==> src/rtl/freq_fsk_pkg.sv <==
// Shared types and helpers for the multi-level FSK codec.
// Defaults mirror the top-level parameter defaults; derived sizes are recomputed per instance.
package freq_fsk_pkg;

  localparam int DATA_W_DEF      = 8;
  localparam int SYM_W_DEF       = 2;
  localparam int BASE_HALF_DEF   = 8;
  localparam int STEP_HALF_DEF   = 4;
  localparam int SYM_PERIODS_DEF = 2;
  localparam int TIMEOUT_DEF     = 64;

  localparam int NSYM  = DATA_W_DEF / SYM_W_DEF;
  localparam int NHALF = 2 * SYM_PERIODS_DEF;
  localparam int HMAX  = BASE_HALF_DEF + (2**SYM_W_DEF - 1) * STEP_HALF_DEF;
  localparam int CNT_W = $clog2(TIMEOUT_DEF + 1);

  typedef enum logic [1:0] {
    ENC_IDLE,
    ENC_SYM,
    ENC_STOP,
    ENC_GAP
  } enc_state_e;

  function automatic int half_of(input int k, input int base, input int step);
    return base + k * step;
  endfunction

endpackage

==> src/rtl/freq_fsk_codec_classifier.sv <==
// Combinational interval classifier: maps a measured half-period m to symbol k within +/-TOL.
// Zero latency; no flow control.
module freq_sym_classifier
  import freq_fsk_pkg::*;
#(
  parameter int SYM_W     = 2,
  parameter int BASE_HALF = 8,
  parameter int STEP_HALF = 4,
  parameter int TOL       = 1,
  parameter int M_W       = 7
) (
  input  logic [M_W-1:0]   m_i,
  output logic             vld_o,
  output logic [SYM_W-1:0] k_o
);

  // Tolerance windows are disjoint because TOL < STEP_HALF/2, so at most one k matches.
  always_comb begin
    vld_o = 1'b0;
    k_o   = '0;
    for (int k = 0; k < 2**SYM_W; k++) begin
      if ((int'(m_i) >= half_of(k, BASE_HALF, STEP_HALF) - TOL) &&
          (int'(m_i) <= half_of(k, BASE_HALF, STEP_HALF) + TOL)) begin
        vld_o = 1'b1;
        k_o   = SYM_W'(k);
      end
    end
  end

endmodule

==> src/rtl/freq_fsk_codec.sv <==
// Multi-level FSK codec: word-to-square-wave encoder FSM plus edge-interval decoder.
// One word per tx_valid/tx_ready handshake; rx strobes appear one cycle after the closing edge.
module freq_fsk_codec
  import freq_fsk_pkg::*;
#(
  parameter int DATA_W      = DATA_W_DEF,
  parameter int SYM_W       = SYM_W_DEF,
  parameter int BASE_HALF   = BASE_HALF_DEF,
  parameter int STEP_HALF   = STEP_HALF_DEF,
  parameter int TOL         = 1,
  parameter int SYM_PERIODS = SYM_PERIODS_DEF,
  parameter int TIMEOUT     = TIMEOUT_DEF
) (
  input  logic              clk,
  input  logic              rst_n,
  input  logic              ena,
  input  logic              loopback,
  input  logic [DATA_W-1:0] tx_data,
  input  logic              tx_valid,
  output logic              tx_ready,
  output logic              pulse_out,
  input  logic              pulse_in,
  output logic [DATA_W-1:0] rx_data,
  output logic              rx_valid,
  output logic              rx_err,
  output logic              tx_busy
);

  localparam int SYMS   = DATA_W / SYM_W;
  localparam int HALVES = 2 * SYM_PERIODS;
  localparam int DCNT_W = $clog2(TIMEOUT + 1);
  localparam int ECNT_W = $clog2(TIMEOUT + 3);
  localparam int SIDX_W = $clog2(SYMS + 1);
  localparam int HIDX_W = $clog2(HALVES + 1);

  enc_state_e        enc_q;
  logic [DATA_W-1:0] word_q;
  logic [SIDX_W-1:0] esym_q;
  logic [HIDX_W-1:0] ehalf_q;
  logic [ECNT_W-1:0] ecnt_q;
  logic              pulse_q;
  logic              tx_ready_q;
  logic              tx_busy_q;
  logic [ECNT_W-1:0] half_end;

  // The symbol in flight always sits in the top bits; word_q shifts left per symbol.
  assign half_end = ECNT_W'(half_of(int'(word_q[DATA_W-1 -: SYM_W]), BASE_HALF, STEP_HALF) - 1);

  always_ff @(posedge clk) begin
    if (!rst_n) begin
      enc_q      <= ENC_IDLE;
      word_q     <= '0;
      esym_q     <= '0;
      ehalf_q    <= '0;
      ecnt_q     <= '0;
      pulse_q    <= 1'b0;
      tx_ready_q <= 1'b1;
      tx_busy_q  <= 1'b0;
    end else if (ena) begin
      unique case (enc_q)
        ENC_IDLE: begin
          if (tx_valid && tx_ready_q) begin
            word_q     <= tx_data;
            enc_q      <= ENC_SYM;
            pulse_q    <= 1'b1;
            tx_ready_q <= 1'b0;
            tx_busy_q  <= 1'b1;
            ecnt_q     <= '0;
            esym_q     <= '0;
            ehalf_q    <= '0;
          end
        end
        ENC_SYM: begin
          if (ecnt_q == half_end) begin
            ecnt_q <= '0;
            if (ehalf_q == HIDX_W'(HALVES - 1)) begin
              // Each symbol ends low, so the next symbol (or stop pulse) starts with a rising edge.
              ehalf_q <= '0;
              pulse_q <= 1'b1;
              if (esym_q == SIDX_W'(SYMS - 1)) begin
                enc_q <= ENC_STOP;
              end else begin
                esym_q <= esym_q + 1'b1;
                word_q <= word_q << SYM_W;
              end
            end else begin
              ehalf_q <= ehalf_q + 1'b1;
              pulse_q <= ~pulse_q;
            end
          end else begin
            ecnt_q <= ecnt_q + 1'b1;
          end
        end
        ENC_STOP: begin
          if (ecnt_q == ECNT_W'(BASE_HALF - 1)) begin
            ecnt_q  <= '0;
            enc_q   <= ENC_GAP;
            pulse_q <= 1'b0;
          end else begin
            ecnt_q <= ecnt_q + 1'b1;
          end
        end
        ENC_GAP: begin
          if (ecnt_q == ECNT_W'(TIMEOUT + 1)) begin
            ecnt_q     <= '0;
            enc_q      <= ENC_IDLE;
            tx_ready_q <= 1'b1;
            tx_busy_q  <= 1'b0;
          end else begin
            ecnt_q <= ecnt_q + 1'b1;
          end
        end
        default: enc_q <= ENC_IDLE;
      endcase
    end
  end

  logic              line;
  logic              sync1_q, sync2_q, prev_q;
  logic              edge_det;
  logic [DCNT_W-1:0] dcnt_q;
  logic              active_q, skip_q, bad_q;
  logic [HIDX_W-1:0] dhalf_q;
  logic [SIDX_W-1:0] dsym_q;
  logic [SYM_W-1:0]  symk_q;
  logic [DATA_W-1:0] shift_q, rx_data_q;
  logic              rx_valid_q, rx_err_q;
  logic              cls_vld;
  logic [SYM_W-1:0]  cls_k;
  logic              timeout, partial, iv_bad, sym_done, word_done;
  logic [DATA_W-1:0] shift_d;

  assign line     = loopback ? pulse_q : pulse_in;
  assign edge_det = sync2_q ^ prev_q;

  freq_sym_classifier #(
    .SYM_W    (SYM_W),
    .BASE_HALF(BASE_HALF),
    .STEP_HALF(STEP_HALF),
    .TOL      (TOL),
    .M_W      (DCNT_W)
  ) u_cls (
    .m_i  (dcnt_q),
    .vld_o(cls_vld),
    .k_o  (cls_k)
  );

  always_comb begin
    timeout   = active_q && (dcnt_q == DCNT_W'(TIMEOUT));
    partial   = (dsym_q != '0) || (dhalf_q != '0);
    iv_bad    = !cls_vld || ((dhalf_q != '0) && (cls_k != symk_q));
    sym_done  = (dhalf_q == HIDX_W'(HALVES - 1));
    word_done = sym_done && (dsym_q == SIDX_W'(SYMS - 1));
    shift_d   = {shift_q[DATA_W-SYM_W-1:0], symk_q};
  end

  always_ff @(posedge clk) begin
    if (!rst_n) begin
      sync1_q    <= 1'b0;
      sync2_q    <= 1'b0;
      prev_q     <= 1'b0;
      dcnt_q     <= '0;
      active_q   <= 1'b0;
      skip_q     <= 1'b0;
      bad_q      <= 1'b0;
      dhalf_q    <= '0;
      dsym_q     <= '0;
      symk_q     <= '0;
      shift_q    <= '0;
      rx_data_q  <= '0;
      rx_valid_q <= 1'b0;
      rx_err_q   <= 1'b0;
    end else if (ena) begin
      sync1_q    <= line;
      sync2_q    <= sync1_q;
      prev_q     <= sync2_q;
      rx_valid_q <= 1'b0;
      rx_err_q   <= 1'b0;
      if (edge_det) begin
        dcnt_q <= DCNT_W'(1);
      end else if (dcnt_q != DCNT_W'(TIMEOUT)) begin
        dcnt_q <= dcnt_q + 1'b1;
      end
      // A coincident edge survives the timeout as the first edge of the next frame.
      if (timeout) begin
        active_q <= edge_det;
        skip_q   <= 1'b0;
        bad_q    <= 1'b0;
        dhalf_q  <= '0;
        dsym_q   <= '0;
        rx_err_q <= partial;
      end else if (edge_det) begin
        if (!active_q) begin
          active_q <= 1'b1;
        end else if (skip_q) begin
          skip_q <= 1'b0;
        end else begin
          if (dhalf_q == '0) begin
            symk_q <= cls_k;
          end
          if (sym_done) begin
            dhalf_q <= '0;
            shift_q <= shift_d;
            if (word_done) begin
              dsym_q <= '0;
              bad_q  <= 1'b0;
              skip_q <= 1'b1;
              if (bad_q || iv_bad) begin
                rx_err_q <= 1'b1;
              end else begin
                rx_valid_q <= 1'b1;
                rx_data_q  <= shift_d;
              end
            end else begin
              dsym_q <= dsym_q + 1'b1;
              bad_q  <= bad_q | iv_bad;
            end
          end else begin
            dhalf_q <= dhalf_q + 1'b1;
            bad_q   <= bad_q | iv_bad;
          end
        end
      end
    end
  end

  assign tx_ready  = tx_ready_q;
  assign tx_busy   = tx_busy_q;
  assign pulse_out = pulse_q;
  assign rx_data   = rx_data_q;
  assign rx_valid  = rx_valid_q & ena;
  assign rx_err    = rx_err_q & ena;

endmodule
==> config.mk <==
export PLATFORM = sky130hd
export DESIGN_NAME = freq_fsk_codec
export DESIGN_NICKNAME = d
export VERILOG_FILES = /design/src/rtl/freq_fsk_pkg.sv /design/src/rtl/freq_fsk_codec_classifier.sv /design/src/rtl/freq_fsk_codec.sv
export SDC_FILE = /design/constraint.sdc
export NUM_CORES = 1
export LEC_CHECK = 0
export BUFFER_PORTS_ARGS = -buffer_cell sky130_fd_sc_hd__buf_2
export CAP_MARGIN = 20
export CORE_MARGIN = 4
export CORE_UTILIZATION = 45
export DETAILED_ROUTE_END_ITERATION = 10
export GPL_TIMING_DRIVEN = 0
export SLEW_MARGIN = 25
export SYNTH_ARGS = -nofsm -noshare
export SYNTH_HDL_FRONTEND = slang
export SYNTH_HIERARCHICAL = 1
export SYNTH_SLANG_ARGS = --single-unit
==> constraint.sdc <==
create_clock -name clk -period 4.18 [get_ports clk]
set_clock_uncertainty 0.2 [all_clocks]
set_input_delay 0.418 -clock clk [delete_from_list [all_inputs] [get_ports clk]]
set_output_delay 0.418 -clock clk [all_outputs]
set_load 0.1 [all_outputs]
======== After elaboration in Yosys (flattened, before gate mapping) ========
Cells that the tools add are included.
W data, S select, Z words.
storage, ports and cells
  bits in registers ....................... 63
  input bits .............................. 14
  bits in writable memories ............... 0
  bits in latches ......................... 0
  memories kept ........................... 0
  bits in read-only memories .............. 0
operators by class
  reductions and logical operators ........ 37
  $lt $le $gt $ge ......................... 8
  muxes and demuxes ....................... 84
  multipliers ............................. 0
  divide/modulo/power cells ............... 0
  bitwise logic cells ..................... 8
  eq/ne operators ......................... 21
  shift-type cells ........................ 0
  add/sub/neg operators ................... 8
operators by type and width
  kind                   count
  $mux W3                17
  $mux W7                6
  $mux W1                41
  $mux W8                4
  $pmux W7 S4            1
  $reduce_and A6 Y1      3
  $mux W2                8
  $pmux W8 S2            1
  $add A7 B1 Y7 const B  2
  $eq A7 B7 Y1 const B   2
  $ge A7 B4 Y1 const B   2
  $le A7 B4 Y1 const B   2
  $le A7 B5 Y1 const B   2
  $ne A2 B2 Y1 const B   7
  $add A3 B1 Y3 const B  4
  $eq A3 B2 Y1 const B   4
  $pmux W3 S2            2
  $reduce_and A4 Y1      3
  $reduce_bool A2 Y1     6
  $reduce_and A5 Y1      2
  $reduce_bool A3 Y1     3
  $logic_and A1 B1 Y1    8
  $pmux W2 S4            1
  $reduce_and A8 Y1      1
  24 further kinds       34

======== Longest topological paths before layout ========
  word-level depth ........................ 16
  gate-level depth with buffers ........... 9
  gate-level depth less buffers ........... 8

======== Cells and area by module ========
Netlist, hierarchy kept.
modules (own cells, without submodules)
  module               instances  seq. area each (sq um)  cells each  area an instance (sq um)
  freq_fsk_codec       1          1261.2                  364         3296.9
  freq_sym_classifier  1          0.0                     16          95.1

======== Worst setup path after synthesis ========
No wires, ideal clock.
  path type ............................... register to register
  start point ............................. reg tx_ready_q, in the netlist tx_ready
  end point ............................... reg ecnt_q[4]
  path slack .............................. 1.681 ns
  buffers on the path ..................... 2
  arrival ................................. 2.173 ns
  clock period less this slack ............ 2.499 ns
  required time ........................... 3.853 ns
  cell stages (with the launch flop) ...... 8
  cells stage by stage .................... dfxtp_1 -> a21bo_2 -> and2_1 -> clkbuf_1 -> clkbuf_1 -> nand4_1 -> xor2_1 -> nor2_1
between the ends
  word-level cells in the longest chain between the ends .. 3
ends and longest elaborated chain
  element                             line                   RTL
  from (decl)                         freq_fsk_codec.sv:42   logic tx_ready_q;
  from (signal assigned)              freq_fsk_codec.sv:57   tx_ready_q <= 1'b1;
  from (signal assigned)              freq_fsk_codec.sv:66   tx_ready_q <= 1'b0;
  from (signal assigned)              freq_fsk_codec.sv:107  tx_ready_q <= 1'b1;
  $logic_and A1 B1 Y1                 freq_fsk_codec.sv:62   if (tx_valid && tx_ready_q) begin
  $ne A2 B2 Y1 (no source line)       n/a
  $reduce_and A2 Y1 (no source line)  n/a
  to (signal assigned)                freq_fsk_codec.sv:91   ecnt_q <= ecnt_q + 1'b1;
  to (signal assigned)                freq_fsk_codec.sv:100  ecnt_q <= ecnt_q + 1'b1;
  to (signal assigned)                freq_fsk_codec.sv:110  ecnt_q <= ecnt_q + 1'b1;
  to (decl)                           freq_fsk_codec.sv:40   logic [ECNT_W-1:0] ecnt_q;
Every way passes these cells.
A chain may end at the register's enable or synchronous reset.

======== Final worst setup path ========
  start point ............................. reg ecnt_q[0]
  end point ............................... reg esym_q[0]
between the ends
  word-level cells in the longest chain between the ends .. 3
ends and longest elaborated chain
  element                             line                  RTL
  $eq A7 B7 Y1                        freq_fsk_codec.sv:74  if (ecnt_q == half_end) begin
  $ne A2 B2 Y1 (no source line)       n/a
  $reduce_and A6 Y1 (no source line)  n/a
  to (signal assigned)                freq_fsk_codec.sv:83  esym_q <= esym_q + 1'b1;
  to (decl)                           freq_fsk_codec.sv:38  logic [SIDX_W-1:0] esym_q;
Every way passes these cells.

==> out/metrics.csv <==
stage,metric,value,unit
clock_network,Clock Latency Late Sink,0.33,ns
yosys,most frequent cell after synthesis,dfxtp_1,
timing,Pins Over Slew Limit,0,
yosys,Mean Syn Cell Area,8.926,sq um
global_routing,GR Util All Layers,0.1770,
final_layout,layout net count,446,
job,Max Cap Viol,0,
drt,drt pass-1 iters,4,
critical_path,critical-path maximum fanout,10,
timing,RSZ-0062 raised after global routing,no,
place,IO buf count,24,
global_routing,initial antenna violation count,0,
clock_network,clock slew at reported path FFs,0.07,ns
worst_hold_path,hold endpoint,word_q[0],
clock_network,Root Buffer,clkbuf_8,
critical_path,startpoint type of the worst setup path,flop,
worst_hold_path,hold depth,3,
timing,WHS,0.1600,ns
floorplan,Rows,31,
clock_network,TritonCTS buffer count,9,
yosys,synthesized area,3392,sq um
drt,drt first-iter violations,103,
critical_path,reg2reg start,ecnt_q[0],
clock_network,deepest clock path buffer count,2,
power_and_ir_drop,total chip power,0.001439,W
clock_network,CTS tree,built,
yosys,Synth Net Count,411,
floorplan,core box area,7292,sq um
global_routing,GRT Residual Overflow,0,
global_routing,vias in the first global route,2755,
status,status,"finished, final reports clean",
yosys,synth top area cells,"dfxtp_1 37%, ha_1 6.3%, mux2i_1 6.2%",
timing,Fin. Hold Viols,0,
yosys,Mapped Cells,380,
worst_hold_path,hold crit path type,primary input to flop,
yosys,yosys warns,6,
yosys,synth cell count leaders,"63 x dfxtp_1, 43 x nand2_1, 27 x nand3_1, 22 x nor2_1, 22 x o21ai_0",
drt,# DRC,0,
timing,Setup-failing EPs final,0,
critical_path,CP Capture Type,flop,
power_and_ir_drop,worst vdd ir,0.0002283,V
drt,vias per cell,5.286,
yosys,share of the synthesized area in the top cell type,0.3718,
timing,Slew headroom,0.5886,
global_routing,first-pass GRT wire length,12740,um
yosys,"Async S/R FF share, synth",0,
yosys,sequential area share after synthesis,0.3718,
yosys,"Primary FF master, synth",dfxtp_1,
final_layout,number of diodes,0,
drt,routed len/inst,13.90,um
drt,"wirelength, routed",7198,um
critical_path,critical path class,flop to flop,
clock_network,clk sinks,63,
timing,fmax,390.8,MHz
floorplan,die height,94.82,um
floorplan,Initial Util,0.4652,
clock_network,post-CTS resize count,0,
clock_network,H-tree Lvls,3,
yosys,Yosys top cell by area,dfxtp_1,
place,hpwl dp,5165,um
yosys,Post-synth EDFFs,0,
floorplan,DIE AREA,8991,sq um
worst_hold_path,Hold Startpoint,tx_data[0],
critical_path,Worst EP required,4.24,ns
power_and_ir_drop,pwr dens,375.4,nW/um^2
timing,crit share post-route,0.6122,
yosys,Yosys cell types,57,
drt,post-route ant nets,0,
critical_path,WP data arrival,2.62,ns
floorplan,Chip Width,94.82,um
global_routing,largest net degree at the start of global routing,11,
yosys,synthesized flop and latch total,63,
place,routability cong.,0.8343,
timing,setup tns final,0,ns
floorplan,io pins,27,
critical_path,r2r setup slk,1.62,ns
power_and_ir_drop,Lkg Pwr,1.547,nW
final_layout,area growth from synthesis to layout,12.98,%
clock_network,hold_buf cts,0,
timing,Tightest Pin Transition,0.6171,ns
timing,fin crit period,2.559,ns
final_layout,share of cells above drive strength 1,0.1360,
critical_path,reg2reg path depth,7,
drt,via count,2738,
clock_network,setup bufs post-CTS,0,
critical_path,FF-to-FF End,esym_q[0],
-- final cells by class --
cell class | instances | area [sq um]
Sequential cell | 63 | 1261
Tap cell | 99 | 123.9
Multi-Input combinational cell | 284 | 1991
Fill cell | 711 | 3460
Buffer | 16 | 76.32
Clock inverter | 4 | 45.04
Timing Repair Buffer | 24 | 120.1
Inverter | 17 | 63.81
Clock buffer | 11 | 151.4
-- worst max path at each step --
stage / start / depth (start not counted) / slack [ns] / end
6_report: ecnt_q[0] / 7 / 1.62 / esym_q[0]
5_1_grt: ecnt_q[0] / 7 / 1.46 / esym_q[0]
4_1_cts: ecnt_q[0] / 7 / 1.61 / esym_q[0]
3_5_place_dp: ecnt_q[0] / 7 / 1.62 / esym_q[0]
3_3_place_gp: enc_q[1] / 9 / 1.68 / ecnt_q[4]
2_1_floorplan: tx_ready / 7 / 1.68 / ecnt_q[4]
-- metal layers --
layer  track usage  up-vias  wire, um
met5             0        -         0
met4       0.06971        0       114
met3       0.03108       12       260
met2        0.2648       43      2975
met1        0.2517     1277      3847
li1              -     1406         -
-- metrics by stage --
step                  util  cell area (sq um)  setup slack (ns)  std cells
floorplan                -               3392             1.681        380
global route        0.5256               3832             1.458        518
detailed placement  0.4986               3636             1.623        503
finish              0.5256               3832             1.621        518
global placement    0.4986               3636             1.685        503
CTS                 0.5256               3832             1.607        518
-- worst max-delay path, cell delays in order (launching register included) --
cell     delay [ns]
dfxtp_1        0.42
ha_1           0.27
or3b_1         0.47
nor4_1         0.32
a21o_2         0.27
and2_1         0.18
buf_6          0.16
mux2i_1        0.18
-- registers in the layout (all words and copies together) (netlist names), 2 cells and up --
register / cells
rx_data: 8
word_q: 8
dcnt_q: 7
ecnt_q: 7
shift_q: 6
dhalf_q: 3
dsym_q: 3
ehalf_q: 3
esym_q: 3
enc_q: 2
symk_q: 2
-- cell usage in the layout, fill, tap and decap left out, types with 3 or more instances in the layout --
cell type | synthesis | routed
a21boi_0 | 9 | 9
a21oi_1 | 9 | 9
and2_1 | 7 | 7
and3_1 | 3 | 3
buf_2 | 1 | 25
clkbuf_1 | 13 | 13
clkbuf_8 | 0 | 11
clkinv_2 | 0 | 3
dfxtp_1 | 63 | 63
ha_1 | 17 | 17
inv_1 | 17 | 17
mux2i_1 | 21 | 21
nand2_1 | 43 | 43
nand2b_1 | 3 | 3
nand3_1 | 27 | 27
nand3b_1 | 9 | 9
nand4_1 | 9 | 9
nor2_1 | 22 | 22
nor2b_1 | 14 | 14
o211a_1 | 9 | 9
o21ai_0 | 22 | 22
xnor2_1 | 6 | 6
xor2_1 | 10 | 10
-- cell families after synthesis --
group | Yosys count | share of synthesized area
AND/OR/NAND/NOR | 156 | 0.2501
AO/OA/AOI/OAI | 72 | 0.1641
flip-flops | 63 | 0.3718
buffers and inverters | 33 | 0.04131
multiplexers | 23 | 0.06861
adder cells (fa/ha/maj) | 17 | 0.06271
XOR/XNOR | 16 | 0.04131
-- where the power goes --
part           switching, W  total (W)  internal (W)
clock network      0.000230   0.000531      0.000302
logic              0.000170   0.000262     0.0000920
registers         0.0000197   0.000645      0.000626
total              0.000419    0.00144       0.00102
(Power assumes the default switching activity.)
